$ cat config.mk
export PLATFORM = sky130hd
export DESIGN_NAME = uart_rx
export DESIGN_NICKNAME = d
export VERILOG_FILES = /design/src/rtl/uart_pkg.sv /design/src/rtl/uart_sync2.sv /design/src/rtl/uart_rx.sv
export SDC_FILE = /design/constraint.sdc
export NUM_CORES = 1
export LEC_CHECK = 0
export CORE_AREA = 2 2 93 95
export CTS_CLUSTER_DIAMETER = 120
export DETAILED_ROUTE_END_ITERATION = 10
export DIE_AREA = 0 0 95 97
export PLACE_DENSITY = 0.55
export SLEW_MARGIN = 10
export SYNTH_ARGS = -nofsm -noshare
export SYNTH_HDL_FRONTEND = slang
export SYNTH_SLANG_ARGS = --single-unit
$ cat constraint.sdc
create_clock -name clk_i -period 2.95 [get_ports clk_i]
set_input_delay 0.4425 -clock clk_i [delete_from_list [all_inputs] [get_ports clk_i]]
set_output_delay 0.4425 -clock clk_i [all_outputs]
set_load 0.01 [all_outputs]
$ cat src/rtl/uart_pkg.sv
// uart_pkg: definitions shared by the UART receiver and transmitter.
//   rx_state_t  - 3-bit receiver state encoding
//   bit_period  - clocks per bit for a given clock frequency and baud rate
//   parity_bit  - expected parity bit for a data byte and parity select
package uart_pkg;

  typedef enum logic [2:0] {
    ST_IDLE   = 3'd0,
    ST_START  = 3'd1,
    ST_DATA   = 3'd2,
    ST_PARITY = 3'd3,
    ST_STOP   = 3'd4,
    ST_FLUSH  = 3'd5
  } rx_state_t;

  // The +1 matches the transmitter's bit timing, so TX and RX in the same
  // clock domain agree cycle for cycle.
  function automatic int bit_period(input int clk_hz, input int baud);
    return clk_hz / baud + 1;
  endfunction

  // sel=1 gives the XOR of the data bits, sel=0 its complement.
  function automatic logic parity_bit(input logic [7:0] data, input logic sel);
    return sel ? ^data : ~^data;
  endfunction

endpackage

$ cat src/rtl/uart_sync2.sv
// uart_sync2: two-flop synchronizer for a single asynchronous input.
//   clk_i  - destination clock
//   rst_i  - asynchronous active-high reset; both flops load p_rst_val
//   d_i    - asynchronous input
//   q_o    - synchronized output
module uart_sync2 #(
  parameter logic p_rst_val = 1'b1
) (
  input  logic clk_i,
  input  logic rst_i,
  input  logic d_i,
  output logic q_o
);

  logic meta;

  always_ff @(posedge clk_i or posedge rst_i) begin
    if (rst_i) begin
      meta <= p_rst_val;
      q_o  <= p_rst_val;
    end else begin
      meta <= d_i;
      q_o  <= meta;
    end
  end

endmodule

$ cat src/rtl/uart_rx.sv
// uart_rx: asynchronous serial receiver, 8 data bits LSB first, optional
// parity, one or two stop bits.
//   clk_i         - system clock
//   rst_i         - asynchronous active-high reset
//   rx_i          - serial line, idle high, asynchronous to clk_i
//   parity_en_i   - a parity bit follows the data bits
//   parity_sel_i  - parity type (see uart_pkg::parity_bit)
//   stop_sel_i    - 0: one stop bit, 1: two stop bits
//   data_o        - last received byte, held until the next strobe
//   data_valid_o  - one-cycle strobe when data_o and error flags update
//   parity_err_o  - parity mismatch, qualified by data_valid_o
//   frame_err_o   - a stop sample was low, qualified by data_valid_o
//   busy_o        - receiver is not idle
//
// state     | meaning
// ----------+-------------------------------------------------------------
// ST_IDLE   | line idle, waiting for synchronized rx low
// ST_START  | half a bit in, confirming the start bit (high = glitch)
// ST_DATA   | sampling 8 data bits, one per bit period
// ST_PARITY | sampling the parity bit
// ST_STOP   | sampling one or two stop bits, strobe after the last
// ST_FLUSH  | break / stuck-low line, waiting for rx high
module uart_rx
  import uart_pkg::*;
#(
  parameter int p_clk_speed_hz = 50_000_000,
  parameter int p_baud_rate    = 9_600
) (
  input  logic       clk_i,
  input  logic       rst_i,
  input  logic       rx_i,
  input  logic       parity_en_i,
  input  logic       parity_sel_i,
  input  logic       stop_sel_i,
  output logic [7:0] data_o,
  output logic       data_valid_o,
  output logic       parity_err_o,
  output logic       frame_err_o,
  output logic       busy_o
);

  localparam int P  = bit_period(p_clk_speed_hz, p_baud_rate);
  localparam int CW = $clog2(P) + 1;
  localparam logic [CW-1:0] FULL_CNT = CW'(P);
  localparam logic [CW-1:0] HALF_CNT = CW'(P / 2);

  logic rxs;

  uart_sync2 #(
    .p_rst_val(1'b1)
  ) u_sync (
    .clk_i(clk_i),
    .rst_i(rst_i),
    .d_i  (rx_i),
    .q_o  (rxs)
  );

  rx_state_t       state_q, state_d;
  logic [CW-1:0]   cnt_q, cnt_d, cnt_inc;
  logic [2:0]      bit_cnt_q, bit_cnt_d;
  logic [7:0]      shift_q, shift_d;
  logic            par_en_q, par_en_d;
  logic            par_sel_q, par_sel_d;
  logic            stop_sel_q, stop_sel_d;
  logic            stop_more_q, stop_more_d;
  logic            par_err_q, par_err_d;
  logic            frm_err_q, frm_err_d;
  logic            done;

  assign cnt_inc = cnt_q + CW'(1);

  always_comb begin
    state_d     = state_q;
    cnt_d       = cnt_q;
    bit_cnt_d   = bit_cnt_q;
    shift_d     = shift_q;
    par_en_d    = par_en_q;
    par_sel_d   = par_sel_q;
    stop_sel_d  = stop_sel_q;
    stop_more_d = stop_more_q;
    par_err_d   = par_err_q;
    frm_err_d   = frm_err_q;
    done        = 1'b0;

    case (state_q)
      ST_IDLE: begin
        if (!rxs) begin
          // Configuration is frozen here so mid-frame changes are ignored.
          cnt_d      = '0;
          par_en_d   = parity_en_i;
          par_sel_d  = parity_sel_i;
          stop_sel_d = stop_sel_i;
          par_err_d  = 1'b0;
          frm_err_d  = 1'b0;
          state_d    = ST_START;
        end
      end

      ST_START: begin
        cnt_d = cnt_inc;
        if (cnt_inc == HALF_CNT) begin
          cnt_d = '0;
          if (rxs) begin
            state_d = ST_IDLE;
          end else begin
            bit_cnt_d = 3'd0;
            state_d   = ST_DATA;
          end
        end
      end

      ST_DATA: begin
        cnt_d = cnt_inc;
        if (cnt_inc == FULL_CNT) begin
          cnt_d              = '0;
          shift_d[bit_cnt_q] = rxs;
          bit_cnt_d          = bit_cnt_q + 3'd1;
          if (bit_cnt_q == 3'd7) begin
            stop_more_d = stop_sel_q;
            state_d     = par_en_q ? ST_PARITY : ST_STOP;
          end
        end
      end

      ST_PARITY: begin
        cnt_d = cnt_inc;
        if (cnt_inc == FULL_CNT) begin
          cnt_d     = '0;
          par_err_d = (rxs != parity_bit(shift_q, par_sel_q));
          state_d   = ST_STOP;
        end
      end

      ST_STOP: begin
        cnt_d = cnt_inc;
        if (cnt_inc == FULL_CNT) begin
          cnt_d = '0;
          if (!rxs) frm_err_d = 1'b1;
          if (stop_more_q) begin
            stop_more_d = 1'b0;
          end else begin
            done    = 1'b1;
            // A low final stop sample means a break or stuck line: do not
            // re-arm on it, wait for the line to return high first.
            state_d = rxs ? ST_IDLE : ST_FLUSH;
          end
        end
      end

      ST_FLUSH: begin
        if (rxs) state_d = ST_IDLE;
      end

      default: state_d = ST_IDLE;
    endcase
  end

  always_ff @(posedge clk_i or posedge rst_i) begin
    if (rst_i) begin
      state_q     <= ST_IDLE;
      cnt_q       <= '0;
      bit_cnt_q   <= 3'd0;
      shift_q     <= 8'h00;
      par_en_q    <= 1'b0;
      par_sel_q   <= 1'b0;
      stop_sel_q  <= 1'b0;
      stop_more_q <= 1'b0;
      par_err_q   <= 1'b0;
      frm_err_q   <= 1'b0;
    end else begin
      state_q     <= state_d;
      cnt_q       <= cnt_d;
      bit_cnt_q   <= bit_cnt_d;
      shift_q     <= shift_d;
      par_en_q    <= par_en_d;
      par_sel_q   <= par_sel_d;
      stop_sel_q  <= stop_sel_d;
      stop_more_q <= stop_more_d;
      par_err_q   <= par_err_d;
      frm_err_q   <= frm_err_d;
    end
  end

  // Byte and status flags are published together with the strobe.
  always_ff @(posedge clk_i or posedge rst_i) begin
    if (rst_i) begin
      data_o       <= 8'h00;
      data_valid_o <= 1'b0;
      parity_err_o <= 1'b0;
      frame_err_o  <= 1'b0;
    end else begin
      data_valid_o <= done;
      if (done) begin
        data_o       <= shift_q;
        parity_err_o <= par_en_q & par_err_q;
        frame_err_o  <= frm_err_d;
      end
    end
  end

  assign busy_o = (state_q != ST_IDLE);

endmodule
==> summary.txt, run 1 <==
Flops & latches, synth: 47
Worst setup EP type: flop
DRC errors left: 0
Die Width: 95 µm
Critical path's largest stage delay: 0.39 ns
CTS root buffer: clkbuf_8
Post-synth EDFFs: 0
FMAX: 378 MHz
Fin nets: 323
WP data arrival: 2.84 ns
Placed Area: 3120 µm²
Pin count of the biggest net entering global routing: 25
CTS tree: done
Post-Syn Area: 2780 µm²
Netlist cell types: 56
Initial antenna violation count: 0
Critical Path Start Type: flop
Data required, critical path: 3.14 ns
Worst Tran Pin Value: 0.518 ns
Die Y: 97 µm
I/O Buffers: 17
Footprint of the multi-input gates: 1450 µm²
# hold bufs at CTS: 0
Worst slew margin relative to its limit: 65.4%
Synth Flop Type: dfrtp_1
Initial drt markers: 190
Core area: 8130 µm²
Wirelength per Cell: 14.8 µm
Mapped Cells: 292
Largest buffer count on any clock path: 2
# rows: 33
Antenna Cells: 0
Post-DP HPWL: 4500 µm
Worst-Skew Late Latency: 0.31 ns
Total power: 0.00110 W
Routed via count: 2192
Vias in the first global route: 2092
Sink Count: 47
Vias/cell: 5.23
H-tree depth: 2
Post-route minimum period: 2.65 ns
First-pass GRT wire length: 10400 µm
Final Wtd Congestion: 0.855
Gr ovfl total: 0
Crit-path leading delay family: compound AO/OA/AOI/OAI gates
Clock skew after layout: 0.00989 ns
Pwr dens: 342 nW/µm²
VDD IR-drop max: 0.154 mV
Seq/Total Area, Yosys: 42.4%
DR pass1 iterations: 4
Setup TNS: 0 ns
Global-route usage over all layers: 14.3%
Resized cells post-CTS: 0
RSZ-0062 raised after global routing: no
Fill cells: 811
Final hold vios: 0
Max-cap violations: 0
Post-route cell area: 3210 µm²
Syn_nets: 302
Min-Delay Path Class: reg2reg
Setup bufs post-CTS: 0
Synth warnings: 0
Share of post-route cells with drive strength above 1: 18.2%
Clock Pin Slew Worst Setup and Hold Paths: 0.09 ns
Post-route ant nets: 0
Fin. max-slew vios: 0
Crit-path slowest cell: dfrtp_1
Area Growth Syn to Fin: 15.7%
Ys async rst share: 100%
Crit Path Category: reg2reg
Starting Density: 34.2%
Final setup vio count: 0
Final period util: 89.7%
Final WL: 6200 µm
Status: completed
Die Area: 9220 µm²
CP cell instances: ha_2, a21oi_1, nor2_1, o32a_1, a211oi_2, and3_1, nor3b_2, buf_12, mux2_4
CTS Buf Count: 5
CP Max Fanout: 10
Register area: 1180 µm²
Mean Syn Cell Area: 9.52 µm²
WP buf/inv: 1
Leak: 1.35 nW
I/O Pins: 18
==> cells in the mapped netlist, drive strengths merged, types with 4 or more instances <==
cell | instances | area share [%]
a21oi | 12 | 2.2
or3 | 4 | 0.90
inv | 13 | 1.8
ha | 4 | 1.8
clkbuf | 12 | 1.7
nor2 | 22 | 3.1
nand2 | 31 | 4.2
o21ai | 18 | 3.2
buf | 8 | 1.9
nand3 | 13 | 2.5
o22ai | 8 | 1.8
nor4 | 9 | 2.0
nor3 | 10 | 1.8
xnor2 | 10 | 3.2
mux2 | 20 | 9.3
nor2b | 4 | 0.90
nand2b | 4 | 0.90
dfrtp | 45 | 41
==> final timing paths <==
check	start	end	slack, ns	cells past startpoint
min reg2reg	u_sync.meta	u_sync.q_o	0.36	0
max	cnt_q[0]	frame_err_o	0.30	9
max in group asynchronous	rst_i	data_o[6]	1.88	3
min in group asynchronous	rst_i	par_sel_q	0.49	2
max reg2reg	cnt_q[0]	frame_err_o	0.30	9
min	u_sync.meta	u_sync.q_o	0.36	0
==> cell families after synthesis <==
group                      count (synthesis)  share of synthesized area [%]
xor gates and xnor gates                  11                           3.47
AOI/OAI and AO/OA                         61                           14.9
buffers and inverters                     33                           5.36
muxes                                     23                           10.4
DFF                                       47                           42.4
and+or+nand+nor                          113                           21.6
adders and majority gates                  4                           1.80
==> power by group <==
group / total [W] / switching [W] / internal (W)
combinational: 0.0000321 / 0.0000189 / 0.0000131
clock: 0.000413 / 0.000243 / 0.000170
sequential: 0.000655 / 0.00000621 / 0.000648
total: 0.00110 / 0.000268 / 0.000832
==> layout by cell type, fill, tap and decap left out, drive strengths merged, types with 4 or more instances in the layout <==
| master | instances |
|---|---|
| o21ai | 18 |
| clkdlybuf4s50 | 17 |
| nand2 | 31 |
| nor4 | 9 |
| nand3 | 13 |
| nand2b | 4 |
| a21oi | 12 |
| or3 | 4 |
| ha | 4 |
| nor3 | 10 |
| xnor2 | 10 |
| dfrtp | 45 |
| clkbuf | 5 |
| inv | 14 |
| buf | 17 |
| nor2b | 4 |
| o22ai | 8 |
| nor2 | 22 |
| mux2 | 20 |
==> flip-flops by register name (all words and copies together) (netlist names) <==
register / cells
par_err_q: 1
cnt_q: 14
u_sync.meta: 1
par_en_q: 1
parity_err_o: 1
frm_err_q: 1
state_q: 3
shift_q: 8
bit_cnt_q: 3
data_valid_o: 1
stop_more_q: 1
u_sync.q_o: 1
stop_sel_q: 1
par_sel_q: 1
data_o: 8
frame_err_o: 1
==> layer usage <==
layer  GRT usage [%]  wire length, µm  share of wire [%]  vias up
met4            4.68              107                1.7        0
met1            22.4             3290                 53     1058
met3            2.18              166                2.7       10
met2            19.7             2640                 43       29
li1                -                -                  -     1095
met5               0                0                  0        -
==> final cells by class <==
class	instances	share of cell area (%)
Multi-Input combinational cell	212	45.2
Sequential cell	47	36.7
Timing Repair Buffer	34	9.65
Tap cell	105	4.09
Clock buffer	5	2.14
Inverter	13	1.52
Clock inverter	3	0.701
==> stage by stage <==
step                      setup WS (ns)  instances  utilization [%]  hold WS [ns]
after floorplan                   0.261        292                -         0.345
after global placement            0.287        411             38.4         0.349
after detailed placement          0.225        411             38.4         0.347
after CTS                         0.213        419             39.5         0.365
after global routing             0.0625        419             39.5         0.369
final                             0.303        419             39.5         0.364
Power figures use the tool's default switching activity.
==> run 2, diff against run 1 <==
- CORE_AREA: 2 2 93 95 -> 2 2 75 77
- DIE_AREA: 0 0 95 97 -> 0 0 77 79
- PLACE_DENSITY: 0.55 -> 0.76
==> run 2 against run 1 <==
Net effect:
- core utilization grew 20 points
- non-clock buffer count fell by 2
- total power rose by 0.84%
- routed wire length shrank 3.7%
- combinational power decreased by 6.5%
- register-to-register slack lost 0.22 ns
- first-iteration DRC count up 12%
==> summary.txt, run 2 (synthesis gave the netlist of run 1 again) <==
VDD IR-drop max: 0.225 mV (+46%)
RSZ-0062 raised after global routing: yes
Final hold vios: 0 (unchanged)
Resized cells post-CTS: 0 (unchanged)
Placed Area: 3060 µm² (-1.8%)
WP data arrival: 3.08 ns (+0.24 ns)
Final Wtd Congestion: 0.903 (+5.6%)
Worst setup EP type: flop
Final Core Density: 59.2% (+20 points)
Clock skew after layout: 0.0162 ns (+0.00631 ns)
Die Area: 6080 µm² (-34%)
Most common cell after layout, fill and taps aside: dfrtp_1
Fin nets: 321 (-0.62%)
Fin. max-slew vios: 0 (unchanged)
# rows: 27 (-18%)
Core area: 5340 µm² (-34%)
CTS root buffer: clkbuf_8
# hold bufs at CTS: 0 (unchanged)
Worst slew margin relative to its limit: 58.2% (-7.2 points)
Post-DP HPWL: 4170 µm (-7.3%)
Crit Path Category: reg2reg
Die Y: 79 µm (-19%)
Crit-path leading delay family: compound AO/OA/AOI/OAI gates
Wirelength per Cell: 15.5 µm (+5.1%)
Post-route cell area: 3160 µm² (-1.8%)
Regs by FF count: cnt_q x14, data_o x8, shift_q x8
Final WS setup: 0.0853 ns (-0.217 ns)
Starting Density: 52.1% (+18 points)
Setup bufs post-CTS: 0 (unchanged)
Critical path's largest stage delay: 0.39 ns (about the same)
Leak: 1.34 nW (-0.77%)
Die Width: 77 µm (-19%)
Final period util: 97.1% (+7.4 points)
Placed insts: 376 (-8.5%)
Post-route ant nets: 0 (unchanged)
WP buf/inv: 0 (-1)
H-tree depth: 2 (unchanged)
Hold WS: 0.363 ns (-0.00144 ns)
Final WL: 5970 µm (-3.7%)
I/O Pins: 18 (unchanged)
Max reg flops: 14 (unchanged)
CTS tree: done
CP cell instances: ha_1, a21oi_1, nor2_1, o32a_1, a211oi_2, nand4_2, nor4b_2, mux2_1
CTS Buf Count: 5 (unchanged)
CP Launch Point: cnt_q[0]
CP Max Fanout: 10 (unchanged)
Largest buffer count on any clock path: 2 (unchanged)
Pin count of the biggest net entering global routing: 48 (+92%)
Min-Delay Path Class: reg2reg
Data required, critical path: 3.17 ns (+0.03 ns)
Worst r2r src: cnt_q[0]
DRC errors left: 0 (unchanged)
Initial drt markers: 212 (+12%)
Status: completed
Critical Path Start Type: flop
Most flop-heavy register: cnt_q
Vias in the first global route: 2145 (+2.5%)
Area Growth Syn to Fin: 13.6%
Sink Count: 47 (unchanged)
Initial antenna violation count: 0 (unchanged)
Pwr dens: 351 nW/µm² (+2.6%)
Worst Tran Pin Value: 0.626 ns (+0.108 ns)
DR pass1 iterations: 6 (+2)
Clock Pin Slew Worst Setup and Hold Paths: 0.11 ns (+0.02 ns)
Commonest cells after routing, fill and taps aside: dfrtp_1 (45), nand2_1 (31), nor2_1 (21)
FMAX: 349 MHz (-7.6%)
Hold Path Origin: u_sync.meta
Vias/cell: 5.90 (+13%)
Crit-path slowest cell: dfrtp_1
Share of post-route cells with drive strength above 1: 17.3% (-0.85 points)
Worst-Skew Late Latency: 0.32 ns (about the same)
Antenna Cells: 0 (unchanged)
Global-route usage over all layers: 21.0% (+6.7 points)
Fin cells: 384 (-8.4%)
Post-route minimum period: 2.86 ns (+0.217 ns)
Routed via count: 2265 (+3.3%)
Gr ovfl total: 0 (unchanged)
I/O Buffers: 17 (unchanged)
First-pass GRT wire length: 10200 µm (-1.6%)
Final setup vio count: 0 (unchanged)
Dpl ws: 0.104 ns (-0.120 ns)
Max-cap violations: 0 (unchanged)
==> run 2: cell types whose count changed in the layout (fill, tap and decap cells not counted) <==
cell / delta
ha_2: -1
buf_4: -2
clkinv_2: -1
clkinv_4: -1
inv_6: +1
ha_1: +1
clkinvlp_4: +1
==> run 2: routing by layer <==
metal	track usage, %	wire, µm	up-vias
met5	0	0	-
met4	8.04	90	0
met3	3.41	256	9
met2	32.3	2690	73
met1	29.9	2930	1098
li1	-	-	1085
==> run 2: final cells by class <==
class / count / area (µm²)
fill: 464 / 2180
sequential: 47 / 1180
timing repair buffer: 32 / 295
tap: 72 / 90.1
clock inverter: 3 / 25.0
clock buffer: 5 / 68.8
inverter: 13 / 48.8
multi-input combinational: 212 / 1450
==> run 2: path summary, 6_finish.rpt <==
kind,slack [ns],end,cells past startpoint
setup / recovery,0.09,shift_q[1],8
hold / removal,0.36,u_sync.q_o,0
setup reg to reg,0.09,shift_q[1],8
hold reg to reg,0.36,u_sync.q_o,0
max in group asynchronous,1.97,cnt_q[5],3
min in group asynchronous,0.57,data_o[3],3
==> run 2: power breakdown <==
part           internal, W  total (W)  switching (W)
Clock             0.000173   0.000425       0.000252
Combinational    0.0000123  0.0000300      0.0000177
Sequential        0.000648   0.000654     0.00000591
==> run 2: metrics by stage <==
step	TNS, ns	total power [W]
floorplan	0	0.000684
global placement	0	0.000698
detailed placement	0	0.000699
CTS	0	0.00112
global route	-0.290	0.00115
finish	0	0.00111
==> run 3, diff against run 2 <==
- ABC_CLOCK_PERIOD_IN_PS: default -> 2950
- CORE_AREA: 2 2 75 77 -> 2 2 73 75
- DIE_AREA: 0 0 77 79 -> 0 0 75 77
- GPL_TIMING_DRIVEN: default -> 0
- PLACE_DENSITY: 0.76 -> 0.78
- SYNTH_HIERARCHICAL: default -> 1
==> run 3 against run 2 <==
Net effect:
- core utilization is 3.9 points higher
- total power is 4.9% lower
- design area is 0.55% lower
- final cell count is 0.52% lower
- clock power is 14% lower
- sequential share of layout area is 0.21 points higher
- die area is 5.1% lower
- sequential power is 0.6% lower
- critical endpoint is now data_o[5]
- combinational power is 28% higher
==> summary.txt, run 3 <==
Pwr dens: 336 nW/µm² (-4.3%)
Flops & latches, synth: 47 (unchanged)
Yosys top cell by area: dfrtp_1
Ys async rst share: 100% (unchanged)
Commonest cells after routing, fill and taps aside: dfrtp_1 (45), o21ai_0 (35), nand2_1 (20)
Worst Tran Pin Value: 0.509 ns (-0.116 ns)
Final Wtd Congestion: 0.839 (-7.1%)
Worst hold path stage count: 0 (unchanged)
Worst-Skew Late Latency: 0.29 ns (-0.03 ns)
CTS Buf Count: 5 (unchanged)
# hold bufs at CTS: 0 (unchanged)
Min-Delay Path Class: reg2reg
Mapped Cells: 283 (-3.1%)
# rows: 26 (-3.7%)
Pin count of the biggest net entering global routing: 32 (-33%)
Worst setup EP type: flop
Fin cells: 382 (-0.52%)
Share of post-route cells with drive strength above 1: 15.7% (-1.6 points)
Worst slew margin relative to its limit: 66.0% (+7.8 points)
Yosys top cell area share: 41.9% (+1.3 points)
CTS tree: done
Die Y: 77 µm (-2.5%)
Post-DP HPWL: 4080 µm (-2.2%)
Netlist cell types: 53 (-5.4%)
Sink Count: 47 (unchanged)
Post-route minimum period: 2.78 ns (-0.0887 ns)
I/O Buffers: 17 (unchanged)
Fin nets: 322 (+0.31%)
Synth warnings: 6 (+6)
Vias in the first global route: 2123 (-1.0%)
RSZ-0062 raised after global routing: no
Global-route usage over all layers: 21.8% (+0.81 points)
Critical Path Start Type: flop
Most common cell after layout, fill and taps aside: dfrtp_1
Largest buffer count on any clock path: 2 (unchanged)
Post-synth EDFFs: 0 (unchanged)
Die Area: 5780 µm² (-5.1%)
Area Growth Syn to Fin: 16.7%
Synth Flop Type: dfrtp_1
Final WL: 5820 µm (-2.5%)
Antenna Cells: 0 (unchanged)
DR pass1 iterations: 5 (-1)
Fin. max-slew vios: 0 (unchanged)
Die Width: 75 µm (-2.6%)
I/O Pins: 18 (unchanged)
CP Max Fanout: 10 (unchanged)
WP data arrival: 2.95 ns (-0.13 ns)
Critical path's largest stage delay: 0.49 ns (+0.10 ns)
Placed Area: 2970 µm² (-3.1%)
Initial antenna violation count: 0 (unchanged)
Post-route ant nets: 0 (unchanged)
Starting Density: 54.0% (+2.0 points)
WP buf/inv: 3 (+3)
Data required, critical path: 3.13 ns (-0.04 ns)
Wirelength per Cell: 15.2 µm (-2.0%)
Regs by FF count: cnt_q x14, data_o x8, shift_q x8
Crit-path slowest cell: nor4_1
Core area: 4980 µm² (-6.8%)
Syn_nets: 293 (-3.0%)
CTS root buffer: clkbuf_8
Vias/cell: 5.84 (-0.94%)
Commonest cells post-synth: dfrtp_1 (45), o21ai_0 (35), nand2_1 (21), nand3_1 (17)
First-pass GRT wire length: 9920 µm (-3.2%)
Most flop-heavy register: cnt_q
Max-cap violations: 0 (unchanged)
Number of cells on the critical path: 10 (+2)
Post-Syn Area: 2690 µm² (-3.2%)
Clock Pin Slew Worst Setup and Hold Paths: 0.08 ns (-0.03 ns)
Final period util: 94.1% (-3.0 points)
Final hold vios: 0 (unchanged)
Max reg flops: 14 (unchanged)
Area contributors post-synth: dfrtp_1 (42%), o21ai_0 (6.5%), mux2_2 (5.9%), xnor2_1 (4.6%), nand3_1 (3.2%)
Count leader, synth: dfrtp_1
Mean Syn Cell Area: 9.51 µm² (-0.12%)
DRC errors left: 0 (unchanged)
VDD IR-drop max: 0.263 mV (+17%)
Routed via count: 2232 (-1.5%)
Placed insts: 371 (-1.3%)
FMAX: 360 MHz (+3.2%)
Seq/Total Area, Yosys: 43.8% (+1.4 points)
Hold WS: 0.358 ns (-0.00494 ns)
CP cell instances: buf_2, nand3_1, nor4_1, xnor2_1, a211oi_4, buf_4, nand3_4, nor3_4, buf_12, mux2_2
Clock skew after layout: 0.0108 ns (-0.00536 ns)
Initial drt markers: 208 (-1.9%)
Gr ovfl total: 0 (unchanged)
Leak: 1.24 nW (-7.6%)
Crit-path leading delay family: simple AND/OR/NAND/NOR gates
R2R cell count: 10 (+2)
Final setup vio count: 0 (unchanged)
Status: completed
Crit Path Category: reg2reg
Post-route cell area: 3140 µm² (-0.55%)
Fill cells: 422 (-9.1%)
H-tree depth: 2 (unchanged)
-- run 3: changes by cell type in the layout (fill, tap and decap cells not counted), sizes merged, moves of 4 or more --
cell,delta
nor2,-10
mux2,-5
o31ai,+5
nand3,+6
xnor2,+4
nand2,-10
o21ai,+19
clkbuf,+11
a21oi,-4
-- run 3: worst register-to-register path, stage by stage, from the launching register on --
cell and delay, ns:
dfrtp_1 0.34, buf_2 0.19, nand3_1 0.24, nor4_1 0.49, xnor2_1 0.19, a211oi_4 0.17
buf_4 0.19, nand3_4 0.11, nor3_4 0.24, buf_12 0.16, mux2_2 0.35
-- run 3: per-layer routing --
layer | GRT usage (%) | part of all wire (%)
met1 | 31.5 | 45
met2 | 31.9 | 48
met3 | 4.34 | 4.7
met4 | 8.21 | 2.1
met5 | 0 | 0
-- run 3: kinds of logic after synthesis --
group	after synthesis	synth area share (%)
flops	47	43.8
mux	17	7.02
buf+inv	30	4.74
simple gates	97	20.7
fa+ha+maj	4	1.86
xor+xnor	16	5.21
compound gates	72	16.6
-- run 3: through the flow --
step	utilization, %	power, W	setup TNS, ns	setup WS, ns
CTS	62.2	0.00107	0	0.0267
finish	63.1	0.00106	0	0.174
global placement	59.2	0.000698	-3.63	-0.203
floorplan	-	0.000684	0	0.265
detailed placement	59.6	0.000702	-4.55	-0.232
global route	63.1	0.00111	0	0.0262
-- run 3: what timing repair did --
action,CTS,global route
endpoints found under the setup margin,36,33
gates resized for setup,3,4
setup buffers,1,3
pin swaps,4,3
-- run 3: path summary, 6_finish.rpt --
path                              from          to  slack [ns]
min in group asynchronous        rst_i   data_o[7]        0.44
hold / removal             u_sync/meta  u_sync/q_o        0.36
setup reg to reg              cnt_q[6]   data_o[5]        0.17
setup / recovery              cnt_q[6]   data_o[5]        0.17
hold reg to reg            u_sync/meta  u_sync/q_o        0.36
max in group asynchronous        rst_i   cnt_q[11]        2.03
-- run 3: final cells by class --
cell class              instances  area, µm²  share of cell area [%]
plain buffers                  18       82.6                    2.63
inverters                      12       45.0                    1.43
well taps                      70       87.6                    2.79
flip-flops and latches         47       1180                    37.5
multi-input cells             206       1430                    45.6
clock inverters                 2       13.8                   0.438
clock buffers                   5       68.8                    2.19
repair buffers                 22        233                    7.41
-- run 3: power breakdown --
part	total [W]	switching, W	internal [W]
combinational	0.0000384	0.0000238	0.0000145
sequential	0.000650	0.00000164	0.000648
clock	0.000367	0.000205	0.000162
